<file path="src/rtl/sbus_frame_decoder_pkg.sv">
// Shared constants, flag bit positions and FSM encoding for the SBUS frame decoder.
package sbus_pkg;

  localparam logic [7:0] SBUS_HEADER = 8'h0F;
  localparam logic [7:0] SBUS_FOOTER = 8'h00;

  localparam int FLAG_CH17 = 0;
  localparam int FLAG_CH18 = 1;
  localparam int FLAG_LOST = 2;
  localparam int FLAG_FS   = 3;

  typedef enum logic [1:0] {
    ST_HUNT   = 2'd0,
    ST_DATA   = 2'd1,
    ST_FLAGS  = 2'd2,
    ST_FOOTER = 2'd3
  } sbus_state_e;

  function automatic int sbus_data_bytes(input int num_ch, input int ch_bits);
    return (num_ch * ch_bits + 7) / 8;
  endfunction

endpackage

</file>
<file path="src/rtl/sbus_frame_decoder_gap_timer.sv">
// Inter-frame idle detector: gap_seen goes high once GAP_CYCLES clocks pass with no byte,
// and stays high until the next byte arrives.
module sbus_gap_timer #(
  parameter int GAP_CYCLES = 15000
) (
  input  logic clk,
  input  logic reset,
  input  logic byte_strobe,
  output logic gap_seen
);

  localparam int CNT_W = $clog2(GAP_CYCLES + 1);
  localparam logic [CNT_W-1:0] LOAD = CNT_W'(GAP_CYCLES);

  // Down-counter holding the idle cycles still needed; zero is the saturated state.
  logic [CNT_W-1:0] remain_q, remain_d;

  always_comb begin
    remain_d = remain_q;
    if (byte_strobe) begin
      remain_d = LOAD;
    end else if (remain_q != '0) begin
      remain_d = remain_q - 1'b1;
    end
  end

  always_ff @(posedge clk) begin
    if (reset) begin
      remain_q <= LOAD;
    end else begin
      remain_q <= remain_d;
    end
  end

  assign gap_seen = (remain_q == '0);

endmodule

</file>
<file path="src/rtl/sbus_frame_decoder.sv">
// SBUS receiver back end: gap-based frame hunt, header/footer/byte-error checks,
// channel unpacking and flag decode with saturating error counters.
//
//   state     | meaning
//   ST_HUNT   | waiting for a header after a gap or right after a good frame
//   ST_DATA   | collecting the packed channel bytes
//   ST_FLAGS  | next byte is the flags byte
//   ST_FOOTER | next byte must be the footer; a good one commits the frame
module sbus_frame_decoder
  import sbus_pkg::*;
#(
  parameter int          NUM_CH     = 16,
  parameter int          CH_BITS    = 11,
  parameter int          GAP_CYCLES = 15000,
  parameter logic [7:0]  HEADER     = SBUS_HEADER,
  parameter logic [7:0]  FOOTER     = SBUS_FOOTER,
  parameter int          ERR_W      = 8
) (
  input  logic                       clk,
  input  logic                       reset,
  input  logic                       uart_rx_valid,
  input  logic                       uart_rx_fe,
  input  logic                       uart_rx_pe,
  input  logic [7:0]                 uart_rx_data,
  output logic [NUM_CH*CH_BITS-1:0]  ch_data,
  output logic                       ch17,
  output logic                       ch18,
  output logic                       frame_lost,
  output logic                       failsafe,
  output logic                       frame_valid,
  output logic                       in_sync,
  output logic [ERR_W-1:0]           err_byte_cnt,
  output logic [ERR_W-1:0]           err_frame_cnt
);

  localparam int DATA_BYTES = sbus_data_bytes(NUM_CH, CH_BITS);
  localparam int CH_W       = NUM_CH * CH_BITS;
  localparam int STG_W      = DATA_BYTES * 8;
  localparam int IDX_W      = $clog2(DATA_BYTES + 1);
  localparam logic [IDX_W-1:0] LAST_IDX = IDX_W'(DATA_BYTES - 1);

  logic gap_seen;

  sbus_gap_timer #(
    .GAP_CYCLES (GAP_CYCLES)
  ) u_gap_timer (
    .clk         (clk),
    .reset       (reset),
    .byte_strobe (uart_rx_valid),
    .gap_seen    (gap_seen)
  );

  sbus_state_e       state_q, state_d;
  logic [IDX_W-1:0]  idx_q, idx_d;
  logic [CH_W-1:0]   staging_q, staging_d;
  logic [3:0]        flags_stage_q, flags_stage_d;
  logic [CH_W-1:0]   ch_q, ch_d;
  logic [3:0]        flags_q, flags_d;
  logic              fv_q, fv_d;
  logic              sync_q, sync_d;
  logic              ok_prev_q, ok_prev_d;
  logic [ERR_W-1:0]  err_byte_q, err_byte_d;
  logic [ERR_W-1:0]  err_frame_q, err_frame_d;

  logic              byte_err;
  logic [STG_W-1:0]  stage_wide;

  function automatic logic [ERR_W-1:0] sat_inc(input logic [ERR_W-1:0] v);
    return (v == '1) ? v : v + ERR_W'(1);
  endfunction

  assign byte_err = uart_rx_fe | uart_rx_pe;

  // Padding bits of the last data byte fall off when the byte-wide view is narrowed back.
  always_comb begin
    stage_wide = STG_W'(staging_q);
    for (int b = 0; b < DATA_BYTES; b++) begin
      if (idx_q == IDX_W'(b)) begin
        stage_wide[b*8 +: 8] = uart_rx_data;
      end
    end
  end

  always_comb begin
    state_d       = state_q;
    idx_d         = idx_q;
    staging_d     = staging_q;
    flags_stage_d = flags_stage_q;
    ch_d          = ch_q;
    flags_d       = flags_q;
    fv_d          = 1'b0;
    sync_d        = sync_q;
    ok_prev_d     = ok_prev_q;
    err_byte_d    = err_byte_q;
    err_frame_d   = err_frame_q;

    if (uart_rx_valid) begin
      ok_prev_d = 1'b0;
      if (state_q != ST_HUNT && byte_err) begin
        err_byte_d = sat_inc(err_byte_q);
        sync_d     = 1'b0;
        state_d    = ST_HUNT;
      end else begin
        case (state_q)
          ST_HUNT: begin
            if (uart_rx_data == HEADER && !byte_err && (gap_seen || ok_prev_q)) begin
              state_d = ST_DATA;
              idx_d   = '0;
            end
          end
          ST_DATA: begin
            staging_d = CH_W'(stage_wide);
            if (idx_q == LAST_IDX) begin
              state_d = ST_FLAGS;
            end else begin
              idx_d = idx_q + 1'b1;
            end
          end
          ST_FLAGS: begin
            flags_stage_d = uart_rx_data[3:0];
            state_d       = ST_FOOTER;
          end
          ST_FOOTER: begin
            if (uart_rx_data == FOOTER) begin
              ch_d      = staging_q;
              flags_d   = flags_stage_q;
              fv_d      = 1'b1;
              sync_d    = 1'b1;
              ok_prev_d = 1'b1;
            end else begin
              err_frame_d = sat_inc(err_frame_q);
              sync_d      = 1'b0;
            end
            state_d = ST_HUNT;
          end
          default: state_d = ST_HUNT;
        endcase
      end
    end else if (gap_seen && state_q != ST_HUNT) begin
      err_frame_d = sat_inc(err_frame_q);
      sync_d      = 1'b0;
      state_d     = ST_HUNT;
    end
  end

  always_ff @(posedge clk) begin
    if (reset) begin
      state_q       <= ST_HUNT;
      idx_q         <= '0;
      staging_q     <= '0;
      flags_stage_q <= '0;
      ch_q          <= '0;
      flags_q       <= '0;
      fv_q          <= 1'b0;
      sync_q        <= 1'b0;
      ok_prev_q     <= 1'b0;
      err_byte_q    <= '0;
      err_frame_q   <= '0;
    end else begin
      state_q       <= state_d;
      idx_q         <= idx_d;
      staging_q     <= staging_d;
      flags_stage_q <= flags_stage_d;
      ch_q          <= ch_d;
      flags_q       <= flags_d;
      fv_q          <= fv_d;
      sync_q        <= sync_d;
      ok_prev_q     <= ok_prev_d;
      err_byte_q    <= err_byte_d;
      err_frame_q   <= err_frame_d;
    end
  end

  assign ch_data       = ch_q;
  assign ch17          = flags_q[FLAG_CH17];
  assign ch18          = flags_q[FLAG_CH18];
  assign frame_lost    = flags_q[FLAG_LOST];
  assign failsafe      = flags_q[FLAG_FS];
  assign frame_valid   = fv_q;
  assign in_sync       = sync_q;
  assign err_byte_cnt  = err_byte_q;
  assign err_frame_cnt = err_frame_q;

endmodule

</file>
<file path="config.mk">
export PLATFORM = sky130hd
export DESIGN_NAME = sbus_frame_decoder
export DESIGN_NICKNAME = d
export VERILOG_FILES = /design/src/rtl/sbus_frame_decoder_pkg.sv /design/src/rtl/sbus_frame_decoder_gap_timer.sv /design/src/rtl/sbus_frame_decoder.sv
export SDC_FILE = /design/constraint.sdc
export NUM_CORES = 1
export LEC_CHECK = 0
export ABC_CLOCK_PERIOD_IN_PS = 3400
export CAP_MARGIN = 5
export CORE_UTILIZATION = 40
export DETAILED_ROUTE_END_ITERATION = 6
export SYNTH_ARGS = -nofsm -noshare
export SYNTH_HDL_FRONTEND = slang
export SYNTH_SLANG_ARGS = --single-unit
</file>
<file path="constraint.sdc">
create_clock -name clk -period 3.4 [get_ports clk]
set_input_delay 0.68 -clock clk [delete_from_list [all_inputs] [get_ports clk]]
set_output_delay 0.68 -clock clk [all_outputs]
set_load 0.1 [all_outputs]
</file>
== Word-level counts from Yosys, hierarchy flattened ==
Cells that the tools add are included.

* Add/subtract/negate cells: 4
* Equal/unequal tests: 35
* Mux-type cells: 22
* Bitwise logic cells: 4
* Reductions and logical operators: 45

{| class="wikitable"
|+ Operators by type and width
! operator !! count
|-
| $reduce_and A4 Y1 || 24
|-
| $mux W8 || 6
|-
| $eq A5 B4 Y1 const B || 8
|-
| $eq A5 B5 Y1 const B || 6
|-
| $eq A5 B3 Y1 const B || 4
|-
| $add A8 B1 Y8 const B || 2
|-
| $eq A8 B8 Y1 const B || 2
|-
| $logic_not A14 Y1 || 1
|-
| $reduce_bool A14 Y1 || 1
|-
| $sub A14 B1 Y14 const B || 1
|-
| $eq A5 B2 Y1 const B || 2
|-
| $mux W2 || 5
|-
| $mux W5 || 2
|-
| $pmux W5 S2 || 1
|-
| $reduce_and A3 Y1 || 3
|-
| $eq A8 B4 Y1 const B || 1
|-
| $logic_not A8 Y1 || 1
|-
| $ne A2 B2 Y1 const B || 4
|-
| $ne A4 B4 Y1 const B || 2
|-
| $pmux W2 S4 || 1
|-
| $mux W1 || 7
|-
| $reduce_bool A2 Y1 || 3
|-
| $add A5 B1 Y5 const B || 1
|-
| $eq A5 B1 Y1 const B || 1
|-
| other kinds (14) || 21
|}

* Register bits after elaboration: 400
* Input port bits: 13
* Word-level logic and storage cells: 143

== Longest topological paths before layout ==
Gate-level depths: netlist (run 1).

* Depth after elaboration: 8
* Mapped depth: 9

== Modules after synthesis ==
Synthesis (run 1) repeated with hierarchy kept, for this count alone.

* Cells, all modules: 1686
* Area, all modules: 15127.0 um^2

{| class="wikitable"
|+ Modules (own cells, without submodules)
! module !! times used !! cells an instance !! area an instance (um^2) !! seq. area each (um^2)
|-
| sbus_frame_decoder || 1 || 1604 || 14436.3 || 7727.4
|-
| sbus_gap_timer || 1 || 82 || 690.7 || 280.3
|}

== Worst setup path after synthesis (run 1) ==
OpenSTA, ideal clock, no wires.

* Kind: input to register
* Start: input uart_rx_data[1]
* End: register ch_q[100], in the netlist ch_data[100]
* Data arrival time: 2.641 ns
* Required time: 3.330 ns
* Setup slack: 0.689 ns
* Cell stages on the path: 7
* Path buffers: 3
* Cells stage by stage: clkbuf_1 > or4_1 > nor3_1 > clkbuf_1 > clkbuf_1 > nand2_1 > a21oi_1

* Cells in the longest elaborated chain, start to end: 2

{| class="wikitable"
|+ Ends and longest elaborated chain
! item !! line !! RTL
|-
| from (decl) || sbus_frame_decoder.sv:24 || <nowiki>input logic [7:0] uart_rx_data,</nowiki>
|-
| $logic_not A8 Y1 || sbus_frame_decoder.sv:124 || <nowiki>if (uart_rx_data == FOOTER) begin</nowiki>
|-
| $reduce_and A4 Y1 (no source line) || - ||
|-
| to (signal assigned) || sbus_frame_decoder.sv:164 || <nowiki>ch_q <= ch_d;</nowiki>
|-
| to (decl) || sbus_frame_decoder.sv:57 || <nowiki>logic [CH_W-1:0] ch_q, ch_d;</nowiki>
|}

No other way between the ends.
A chain may end at the register's enable or synchronous reset.

== Worst setup path in the final report (run 1) ==
* Start: register u_gap_timer.remain_q[0]
* End: register err_frame_q[7], in the netlist err_frame_cnt[7]

* Cells in the longest elaborated chain, start to end: 4

{| class="wikitable"
|+ Ends and longest elaborated chain
! item !! line !! RTL
|-
| from (decl) || sbus_frame_decoder_gap_timer.sv:16 || <nowiki>logic [CNT_W-1:0] remain_q, remain_d;</nowiki>
|-
| from (signal assigned) || sbus_frame_decoder_gap_timer.sv:31 || <nowiki>remain_q <= remain_d;</nowiki>
|-
| $logic_not A14 Y1 || sbus_frame_decoder_gap_timer.sv:35 || <nowiki>assign gap_seen = (remain_q == '0);</nowiki>
|-
| $logic_and A1 B1 Y1 || sbus_frame_decoder.sv:139 || <nowiki>end else if (gap_seen && state_q != ST_HUNT) begin</nowiki>
|-
| $reduce_bool A2 Y1 (no source line) || - ||
|-
| $reduce_and A4 Y1 (no source line) || - ||
|-
| to (signal assigned) || sbus_frame_decoder.sv:170 || <nowiki>err_frame_q <= err_frame_d;</nowiki>
|-
| to (decl) || sbus_frame_decoder.sv:63 || <nowiki>logic [ERR_W-1:0] err_frame_q, err_frame_d;</nowiki>
|}

No other way between the ends.

==> out/metrics.csv, run 1 <==
metric,value,unit
nets,1886,
synth_top_family_by_area,simple AND/OR/NAND/NOR gates,
syn_area,14670,um2
start_util,0.4094,
post-route-period-util,0.8671,
arrival,3.39,ns
holdCritPathClass,register to register,
clock_path_buffers,3,
num_antenna_cells,0,
synth_edf_count,0,
drc,13,
dr.pass1.iters,7,
hold_viol,0,
rsz0062_at_grt,false,
cts.sinks,400,
cts_tree,done,
grt_use_total,0.2045,
via_count,11874,
worst_path_dominant_cell_family,simple AND/OR/NAND/NOR gates,
detail-route-antenna-nets,0,
endpoint_kind,register,
peakVddDrop,0.3450,mV
crit_buf_inv,1,
die-area,37440,um2
clock_skew,0.01526,ns
postCtsSetupBuffers,0,
grt_pass1_wl,62.34,mm
ys_types,51,
fin_util,0.5153,
gp_congestion,0.8585,
crit_path_max_incr_delay,0.65,ns
grt_pass1_vias,11453,
syn_nets,1711,
design.core.area,35830,um2
grt_max_degree,123,
finish.instance_area,18460,um2
clock_latency,0.53,ns
crit_type,register to register,
tns,0,ns
place_area,17100,um2
wire_per_inst,16.54,um
synthAdderAreaFrac,0.01194,
layout_commonest_cell,nand2_1,
fmax,339.2,MHz
drtIter0Drc,621,
synth-seq-cells,400,
ys_seq_area_frac,0.5459,
synthMuxAreaShare,0.1004,
finalCriticalPeriod,2.948,ns
drive_gt1_frac,0.1133,
io_buffers,210,
die_y,193.5,um
start_kind,register,
via_per_inst,5.055,
violations,design-rule violations,
totalWireLength,38.85,mm
slew_headroom,0.3248,
yosys.area_share.simple,0.1984,
critPathMaxFanout,16,
hold_buffers,0,
syn_area_per_cell,8.711,um2
leakagePower,0.006345,uW
p_per_area,509.9,nW/um2
synth_xor_area_frac,0.007762,
ys.flop_type,dfxtp_1,
tightest_slew,1.010,ns
antenna_found_initial,0,
netlist_instances,1684,
num_rows,69,
cp.required,3.84,ns
dp_hpwl,24.15,mm
cts_made_buffers,43,
cts_root_buf,clkbuf_16,
post_cts_resized,0,
htreeDepth,2,
pin_count,211,
path_clk_slew,0.06,ns
drv_slew,0,
die_w,193.5,um
area_growth_syn_to_layout,25.85,%
cp_cell_sequence,"inv_1, ha_1, or4b_2, or4_4, o32a_4, or4_1, a21oi_1",
status,"finished, violations left",
async_flop_share,0,
whs,0.4506,ns
synth_warnings,0,
synth-compound-area-share,0.1004,
grt_overflow,0,
slowest_stage,or4b_2,
maxCapViolCount,0,
most-common-layout-cells,"nand2_1, dfxtp_1, a21oi_1",
finalSetupViolCount,0,
cell families (layout without fill, tap and decap cells):
kind of cell	Yosys count	in the layout
buffers and inverters	135	339
AO/OA/AOI/OAI	271	271
flip-flops	400	400
adder cells (fa/ha/maj)	14	14
AND/OR/NAND/NOR	704	704
XOR/XNOR	13	13
multiplexers	147	147
flip-flops by register name, indices dropped and copies added, names as in the netlist:
signal	cells
ch_data	176
err_byte_cnt	8
err_frame_cnt	8
flags_q	4
flags_stage_q	4
frame_valid	1
idx_q	5
in_sync	1
ok_prev_q	1
staging_q	176
state_q	2
u_gap_timer.remain_q	14
routing by layer:
metal | vias to the layer above | global-route usage | wire (um)
met1 | 5597 | 0.2831 | 18980
met4 | 0 | 0.05956 | 945
met3 | 71 | 0.03121 | 1551
met5 | - | 0 | 0
li1 | 5949 | - | -
met2 | 257 | 0.3287 | 17370
Yosys cell counts (4+ instances only):
cell type | instances | share of area
clkbuf_1 | 118 | 0.030
nand3_1 | 49 | 0.017
nor2_1 | 177 | 0.045
nand4_1 | 11 | 0.0047
inv_1 | 12 | 0.0031
a21oi_1 | 232 | 0.079
nor3_2 | 4 | 0.0027
dfxtp_1 | 400 | 0.55
ha_1 | 14 | 0.012
mux2i_1 | 146 | 0.10
or4_1 | 9 | 0.0046
or3_1 | 6 | 0.0026
o41ai_1 | 5 | 0.0030
nand2_1 | 418 | 0.11
nor4_1 | 4 | 0.0017
xnor2_1 | 10 | 0.0060
o31ai_1 | 5 | 0.0026
o21ai_0 | 5 | 0.0017
nor3_1 | 5 | 0.0017
and4_1 | 4 | 0.0024
tightest hold or removal path, stage by stage (launching register included):
cell	delay (ns)
dfxtp_1	0.31
nand2_1	0.05
a21oi_1	0.05
report_power, final:
part | internal [uW] | switching, uW
clock | 2660 | 1850
sequential | 4690 | 3.12
combinational | 40.3 | 163
area by class of cell:
type                       instances  area (um2)
clock buffer                      58        1222
timing repair buffer             253        2307
clock inverter                    16       140.1
sequential                       400        8008
fill                            3346       17370
tap                              461       576.8
multi-input combinational       1149        6162
inverter                          12       45.04
stage by stage:
step           power, uW  setup slack [ns]  instances
6_report            9414            0.4520       2349
5_1_grt             9722            0.3204       2349
4_1_cts             9521            0.4467       2349
3_5_place_dp        5002            0.2986       2275
3_3_place_gp        5000            0.3319       2275
2_1_floorplan       4912            0.6889       1684
final timing paths:
check                                       startpoint  cells after the start                       endpoint  slack, ns
hold reg to reg             staging_q[84]$_SDFFE_PP0P_                      2       ch_data[84]$_SDFFE_PP0P_       0.45
setup reg to reg  u_gap_timer.remain_q[0]$_SDFFE_PP0N_                      7  err_frame_cnt[7]$_SDFFE_PP0P_       0.45
hold / removal              staging_q[84]$_SDFFE_PP0P_                      2       ch_data[84]$_SDFFE_PP0P_       0.45
setup / recovery  u_gap_timer.remain_q[0]$_SDFFE_PP0N_                      7  err_frame_cnt[7]$_SDFFE_PP0P_       0.45
Note: power is estimated with default switching activity, not from simulation.
==> inputs of run 2 (changes only) <==
- ABC_AREA: default -> 1
- SLEW_MARGIN: default -> 20
==> out/metrics.csv, run 2 <==
metric,value,unit,change
synth_xor_area_frac,0.006137,,was 0.007762
cts_tree,done,,unchanged
drive_gt1_frac,0.09529,,was 0.1133
postCtsSetupBuffers,0,,unchanged
arrival,2.06,ns,was 3.39 ns
clock_latency,0.53,ns,about the same
grt_max_degree,131,,was 123
yosys-top-cells-count,"nor2_1, dfxtp_1, o21ai_0, a21oi_1, clkbuf_1",,"was nand2_1, dfxtp_1, a21oi_1, nor2_1, mux2i_1"
finish.instance_area,17910,um2,"was 18,460 um2"
ys_seq_area_frac,0.5611,,was 0.5459
slew_headroom,0.3423,,was 0.3248
drv_slew,0,,unchanged
die-area,36440,um2,"was 37,440 um2"
hold_buffers,0,,unchanged
synthDominantCellAreaShare,0.5611,,was 0.5459
cts.sinks,400,,unchanged
synthAdderAreaFrac,0.01227,,was 0.01194
via_count,11881,,"was 11,874"
cp_cell_sequence,clkdlybuf4s50_1,,"was inv_1, ha_1, or4b_2, or4_4, o32a_4, or4_1, a21oi_1"
dr.pass1.iters,5,,was 7
final_cell_count_no_fill,2386,,"was 2,349"
detail-route-antenna-nets,0,,unchanged
netlist_instances,1743,,"was 1,684"
rsz0062_at_grt,false,,unchanged
wire_per_inst,15.70,um,was 16.54 um
design.core.area,34800,um2,"was 35,830 um2"
num_rows,68,,was 69
fin_util,0.5147,,was 0.5153
synth_top_area_cell,dfxtp_1,,unchanged
syn_nets,1770,,"was 1,711"
holdCritPathClass,register to register,,unchanged
slowest_stage,clkdlybuf4s50_1,,was or4b_2
grt_overflow,0,,unchanged
whs,0.4513,ns,was 0.4506 ns
synth-compound-area-share,0.2059,,was 0.1004
crit_type,register to primary output,,was register to register
pin_count,211,,unchanged
drtIter0Drc,637,,was 621
finalSetupViolCount,0,,unchanged
synth_edf_count,0,,unchanged
die_y,190.9,um,was 193.5 um
htreeDepth,2,,unchanged
gp_congestion,0.8340,,was 0.8585
peakVddDrop,0.3419,mV,was 0.3450 mV
yosys-top-cells-area,"dfxtp_1, o21ai_0, nor2_1",,"was dfxtp_1, nand2_1, mux2i_1"
start_util,0.4101,,was 0.4094
tns,0,ns,unchanged
cts_root_buf,clkbuf_16,,unchanged
nets,1926,,"was 1,886"
status,"finished, final reports clean",,"was finished, violations left"
synth_top_family_by_area,compound AO/OA/AOI/OAI gates,,was simple AND/OR/NAND/NOR gates
clock_skew,0.01157,ns,was 0.01526 ns
p_per_area,543.4,nW/um2,was 509.9 nW/um2
post_cts_resized,0,,unchanged
tightest_slew,0.9834,ns,was 1.010 ns
clock_path_buffers,3,,unchanged
maxCapViolCount,0,,unchanged
layout_commonest_cell,nor2_1,,was nand2_1
drc,0,,was 13
syn_area,14270,um2,"was 14,670 um2"
ys.flop_type,dfxtp_1,,unchanged
place_area,16540,um2,"was 17,100 um2"
critPathMaxFanout,2,,was 16
die_w,190.9,um,was 193.5 um
crit_path_max_incr_delay,1.16,ns,was 0.65 ns
synth-seq-cells,400,,unchanged
synthMuxAreaShare,0,,was 0.1004
grt_use_total,0.2043,,was 0.2045
fill_cells,3351,,"was 3,346"
leakagePower,0.006793,uW,was 0.006345 uW
worst_path_dominant_cell_family,buffers and inverters,,was simple AND/OR/NAND/NOR gates
synth_warnings,0,,unchanged
most-common-layout-cells,"nor2_1, dfxtp_1, o21ai_0",,"was nand2_1, dfxtp_1, a21oi_1"
path_clk_slew,0.06,ns,about the same
fmax,365.1,MHz,was 339.2 MHz
ys_types,34,,was 51
async_flop_share,0,,unchanged
via_per_inst,4.979,,was 5.055
crit_buf_inv,1,,unchanged
dp_hpwl,23.21,mm,was 24.15 mm
totalWireLength,37.47,mm,was 38.85 mm
io_buffers,210,,unchanged
post-route-period-util,0.8055,,was 0.8671
synth.most_common_cell,nor2_1,,was nand2_1
antenna_found_initial,0,,unchanged
cts_made_buffers,42,,was 43
grt_pass1_vias,11070,,"was 11,453"
cp.required,2.72,ns,was 3.84 ns
start_kind,register,,unchanged
grt_pass1_wl,59.46,mm,was 62.34 mm
yosys.area_share.simple,0.1625,,was 0.1984
finalCriticalPeriod,2.739,ns,was 2.948 ns
syn_area_per_cell,8.188,um2,was 8.711 um2
area_growth_syn_to_layout,25.51,%,was 25.85%
place_inst,2310,,"was 2,275"
hold_viol,0,,unchanged
endpoint_kind,primary output,,was register
num_antenna_cells,0,,unchanged
[run 2: cell count changes after synthesis, moves of 23 or more]
cell / before / now
o21ai_0: 5 / 338
clkbuf_1: 118 / 80
a21oi_1: 232 / 186
nand2_1: 418 / 73
nor2_1: 177 / 423
buf_2: 2 / 36
inv_1: 12 / 53
a211oi_1: 2 / 25
mux2i_1: 146 / 0
[run 2: path summary, 6_finish.rpt]
kind	from	to	slack (ns)	cells after the start
worst max-delay path	ch_data[109]$_SDFFE_PP0P_	ch_data[109]	0.66	1
worst max register to register	state_q[0]$_SDFFE_PP0P_	staging_q[78]$_SDFFE_PP0P_	1.05	8
worst min-delay path	staging_q[125]$_SDFFE_PP0P_	ch_data[125]$_SDFFE_PP0P_	0.45	2
worst min register to register	staging_q[125]$_SDFFE_PP0P_	ch_data[125]$_SDFFE_PP0P_	0.45	2
[run 2: cell type report]
cell class	instances	area, um2	area share
clock buffer	65	1239	0.06915
clock inverter	11	133.9	0.007474
inverter	60	237.7	0.01327
multi-input combinational	1161	5533	0.3089
sequential	400	8008	0.4471
tap	455	569.3	0.03178
timing repair buffer	234	2192	0.1224
[run 2: power by group]
group / total [uW] / internal [uW] / leakage [uW] / switching, uW
registers: 4740 / 4720 / 0.00322 / 25.8
logic: 457 / 119 / 0.00289 / 338
clock network: 4530 / 2730 / 0.000678 / 1800
[run 2: logic make-up after synthesis]
| group | after synthesis |
|---|---|
| AO/OA/AOI/OAI | 572 |
| XOR/XNOR | 10 |
| adder cells (fa/ha/maj) | 14 |
| buffers and inverters | 182 |
| flip-flops | 400 |
| AND/OR/NAND/NOR | 565 |
[run 2: routing by layer]
layer  wire (um)  vias to the layer above  GRT usage
met2       17150                      246     0.3300
met1       17590                     5456     0.2735
met3        1930                       52    0.04269
li1            -                     6127          -
met5           0                        -          0
met4         803                        0    0.05877
[run 2: worst min-delay path, stage by stage (launching register included)]
cell and delay (ns):
dfxtp_1 0.30, inv_1 0.06, a21oi_1 0.05
[run 2: through the flow]
stage	power, uW	setup slack [ns]
2_1_floorplan	5160	1.158
3_3_place_gp	5298	0.6513
3_5_place_dp	5304	0.5644
4_1_cts	9839	0.6317
5_1_grt	10100	0.5961
6_report	9734	0.6612
